`config.mk`:
```
export PLATFORM = sky130hd
export DESIGN_NAME = registerunit_pipe
export DESIGN_NICKNAME = d
export VERILOG_FILES = /design/src/rtl/registerunit_pipe.sv
export SDC_FILE = /design/constraint.sdc
export NUM_CORES = 2
export LEC_CHECK = 0
export ABC_CLOCK_PERIOD_IN_PS = 68300
export CAP_MARGIN = 15
export CORE_MARGIN = 2
export CORE_UTILIZATION = 32
export CTS_CLUSTER_SIZE = 20
export DETAILED_ROUTE_END_ITERATION = 10
export GPL_ROUTABILITY_DRIVEN = 0
export SYNTH_ARGS = -nofsm -noshare
export SYNTH_HDL_FRONTEND = slang
export SYNTH_SLANG_ARGS = --single-unit
```
`constraint.sdc`:
```
create_clock -name clk -period 68.3 [get_ports clk]
set_input_delay 6.83 -clock clk [delete_from_list [all_inputs] [get_ports clk]]
set_output_delay 6.83 -clock clk [all_outputs]
set_load 0.02 [all_outputs]
```
`src/rtl/registerunit_pipe.sv`:
```
// Pipelined register unit: NREGS x XLEN registers (x0 reads as zero), two
// combinational read ports, one write port and a per-register busy scoreboard.
// Optional same-cycle write-to-read forwarding: define REGUNIT_BYPASS_EN.
module registerunit_pipe #(
  parameter int XLEN  = 32,
  parameter int NREGS = 32,
  localparam int AW   = $clog2(NREGS)
) (
  input  logic            clk,
  input  logic            rst,
  input  logic [AW-1:0]   rs1,
  input  logic [AW-1:0]   rs2,
  output logic [XLEN-1:0] ru1,
  output logic [XLEN-1:0] ru2,
  output logic            busy1,
  output logic            busy2,
  output logic            hazard,
  input  logic            RuWr,
  input  logic [AW-1:0]   rd,
  input  logic [XLEN-1:0] RuWrData,
  input  logic            IssueEn,
  input  logic [AW-1:0]   IssueRd,
  output logic [AW:0]     pend_cnt
);

  logic [XLEN-1:0]  regs [1:NREGS-1];
  logic [NREGS-1:1] busy;
  logic [NREGS-1:1] busy_nxt;
  logic [AW:0]      cnt_nxt;

  // Issue is applied after writeback so a same-edge reissue keeps the bit set.
  // NOTE: every always_comb output gets a default first; otherwise a path that
  // skips an assignment infers a latch.
  always_comb begin
    busy_nxt = busy;
    cnt_nxt  = '0;
    if (RuWr && rd != '0)
      busy_nxt[rd] = 1'b0;
    if (IssueEn && IssueRd != '0)
      busy_nxt[IssueRd] = 1'b1;
    for (int r = 1; r < NREGS; r++)
      cnt_nxt = cnt_nxt + {{AW{1'b0}}, busy_nxt[r]};
  end

  // NOTE: the register array is reset because architectural state must read
  // as zero after reset; that rules out plain RAM inference for this array.
  // NOTE: state is updated with non-blocking assignments so every register
  // samples pre-edge values regardless of statement order.
  always_ff @(posedge clk or posedge rst) begin
    if (rst) begin
      for (int r = 1; r < NREGS; r++)
        regs[r] <= '0;
      busy     <= '0;
      pend_cnt <= '0;
    end else begin
      if (RuWr && rd != '0)
        regs[rd] <= RuWrData;
      busy     <= busy_nxt;
      pend_cnt <= cnt_nxt;
    end
  end

`ifdef REGUNIT_BYPASS_EN
  logic wr_live;
  logic reissue;
  assign wr_live = RuWr && rd != '0;
  assign reissue = IssueEn && IssueRd == rd;
`endif

  // Outputs are forced low while rst is high so forwarding cannot leak inputs.
  always_comb begin
    ru1   = '0;
    ru2   = '0;
    busy1 = 1'b0;
    busy2 = 1'b0;
    if (!rst) begin
      if (rs1 != '0) begin
        ru1   = regs[rs1];
        busy1 = busy[rs1];
      end
      if (rs2 != '0) begin
        ru2   = regs[rs2];
        busy2 = busy[rs2];
      end
`ifdef REGUNIT_BYPASS_EN
      if (wr_live && rs1 == rd) begin
        ru1 = RuWrData;
        if (!reissue)
          busy1 = 1'b0;
      end
      if (wr_live && rs2 == rd) begin
        ru2 = RuWrData;
        if (!reissue)
          busy2 = 1'b0;
      end
`endif
    end
  end

  assign hazard = busy1 | busy2;

endmodule

```
==> impl_metrics.json <==
{
  "status": "complete, no violations",
  "fin_skew_ns": 0.00876,
  "place_hpwl_um": 90300,
  "cp-start-kind": "input port",
  "worstMarginPinSlew_ns": 1.12,
  "dpl-instance-area_um2": 59000,
  "cts.sinks": 1029,
  "ys_ff_latch": 1029,
  "syn_area_um2": 55500,
  "synth_area_leaders": "dfrtp_1 (46%), mux4_2 (23%), mux2_2 (22%)",
  "critPathLaunch": "rst",
  "power.density_nw_per_um2": 32.2,
  "fin_crit_sh_pct": 27.1,
  "leakage_nw": 26.7,
  "die_h_um": 421,
  "grt_setup_unrepaired": "no",
  "placed_cells": 5644,
  "arrival_ns": 11.70,
  "vias": 33500,
  "worst_hold_path_type": "reg -> reg",
  "grt_pass1_wl_um": 251000,
  "reg2reg_depth": 17,
  "slew_headroom_pct": 24.9,
  "syn_area_per_cell_um2": 15.8,
  "crit_fanout": 139,
  "io_pins": 129,
  "dieArea_um2": 177000,
  "ys_seq_area_share_pct": 46.4,
  "fin_area_um2": 62800,
  "layoutNonFillerInstCount": 5854,
  "drt_first_iter_violations": 2521,
  "cts_tree": "done",
  "synth_nets": 3590,
  "ctsHtreeMaxLevel": 3,
  "first_global_vias": 35000,
  "tns_ns": 0,
  "fillers": 16200,
  "power.total_mw": 2.03,
  "maxCapViolCount": 0,
  "crit_slowest_cell": "buf_4",
  "grt_max_degree": 140,
  "core-area_um2": 172000,
  "grt_antenna_before_repair": 11,
  "max_freq_mhz": 54.0,
  "path_delay_family": "buffers and inverters",
  "seqCellArea_um2": 25700,
  "clkTransAtPathRegs_ns": 0.06,
  "hold_ws_ns": 0.521,
  "rrSetupSlack_ns": 63.11,
  "vdd_drop_max_mv": 0.0813,
  "hp-start": "regs[558]",
  "clockBufferDepth": 3,
  "synth.top_cell.area_share_pct": 46.4,
  "firstDrtPassIters": 5,
  "final_nets": 3536,
  "grt_use_total_pct": 19.4,
  "root_buffer": "clkbuf_16",
  "yosys.area.top_type": "dfrtp_1",
  "floorplan.rows": 152,
  "yosys_warnings": 0,
  "cts_resized": 0,
  "syn2layout_area_growth_pct": 13.1,
  "endpoint_kind": "output pin",
  "wl_per_cell_um": 29.2,
  "port_buffers": 128,
  "final_hold_viol_count": 0,
  "multi_input_area_um2": 28200,
  "initial_utilization_pct": 32.3,
  "clk_latency_ns": 0.70,
  "path_common_cell": "buf_4",
  "hold_depth": 1,
  "r2r-end": "pend_cnt[4]",
  "postCtsSetupRepairBufs": 0,
  "numCtsBuffers": 110,
  "finalSetupViolations": 0,
  "finalMaxSlewViolations": 0,
  "pre_cts_ws_ns": 49.58,
  "drc": 0,
  "ant_nets": 0,
  "worstPathRequired_ns": 61.47,
  "die_w_um": 421,
  "cp_cell_sequence": "clkdlybuf4s50_1, inv_8, buf_4, buf_12, buf_4, buf_4, a32o_1, clkdlybuf4s50_1",
  "cp_num_buf_inv": 7,
  "wl_um": 171000,
  "layout-drive-gt1-share_pct": 55.2,
  "final_cell_mix": "mux2_2 (1075), dfrtp_1 (1029), mux4_2 (566)",
  "postCtsHoldBufs": 0,
  "critical_path_class": "in -> out",
  "hold_path_end": "regs[558]",
  "routed_via_density": 5.72,
  "yosysUniqueCellTypes": 45,
  "fin_crit_ns": 18.53,
  "fin_util_pct": 36.5,
  "gr-total-overflow": 0,
  "final_common_cell": "mux2_2",
  "synth_cells": 3504,
  "worst_slack_ns": 49.77,
  "critPathMaxStageDelay_ns": 0.70,
  "reg2reg_from": "busy[24]"
}
worst max-delay path by stage:
stage,end,slack (ns),cells after the start
floorplan,busy[10],20.36,2
global placement,ru1[19],49.64,8
detailed placement,ru1[19],49.58,8
CTS,ru1[19],49.58,8
global route,ru1[19],49.18,8
finish,ru1[19],49.77,8
final cells by class:
type	count	share of cell area [%]
antenna	4	0.0159
clock buffer	159	5.19
clock inverter	43	0.832
inverter	45	0.285
multi-input combinational	2054	44.9
sequential	1029	41.0
tap	2310	4.60
timing repair buffer	210	3.16
worst register-to-register path, cell delays in order, from the launching register on:
cell and delay, ns:
dfrtp_1 0.41, a22oi_1 0.33, fa_1 0.48, fa_1 0.48, fa_1 0.49, inv_1 0.07, fa_1 0.55, inv_1 0.05
fa_1 0.48, inv_1 0.06, fa_1 0.44, inv_1 0.08, fa_1 0.17, inv_1 0.07, fa_1 0.45, a21o_1 0.20
a21oi_1 0.17, xnor2_1 0.15
per-layer routing:
layer,vias up,GRT usage [%],wire (µm)
met1,18600,24.9,70400
met5,-,0,55
met2,1071,32.8,85000
met3,289,3.17,9300
li1,13600,-,-
met4,10,7.58,6400
synth_stat cells (all sizes together):
library cell,count
mux2,1075
dfrtp,1029
mux4,566
buf,203
clkbuf,173
a22o,97
nand2,63
inv,44
nor2,31
a21oi,26
a32o,25
nor2b,24
fa,23
o21ai,23
mux2i,20
nor3,11
a211oi,9
a22oi,9
a221oi,8
ha,7
nand2b,5
nor3b,4
or2,4
a21o,3
and3b,2
nand3,2
nor4,2
or4,2
xor2,2
a2111oi,1
a31oi,1
and2,1
and3,1
clkinv,1
nand3b,1
nand4,1
o22ai,1
o31ai,1
o32ai,1
o41ai,1
xnor2,1
registers in the layout (all words and copies together), names as in the netlist:
register  cells
busy         31
pend_cnt      6
regs        992
power breakdown:
part           switching, mW  internal (mW)
Combinational          0.245          0.332
Sequential            0.0844          0.736
Clock                  0.257          0.372
Total                  0.587           1.44
logic make-up after synthesis:
group,Yosys count,share of synthesized area [%]
AO/OA/AOI/OAI,206,2.92
XOR/XNOR,3,0.0473
adder cells (fa/ha/maj),30,0.987
buffers and inverters,421,3.26
flip-flops,1029,46.4
multiplexers,1661,45.1
AND/OR/NAND/NOR,154,1.31
(Power assumes the default switching activity.)
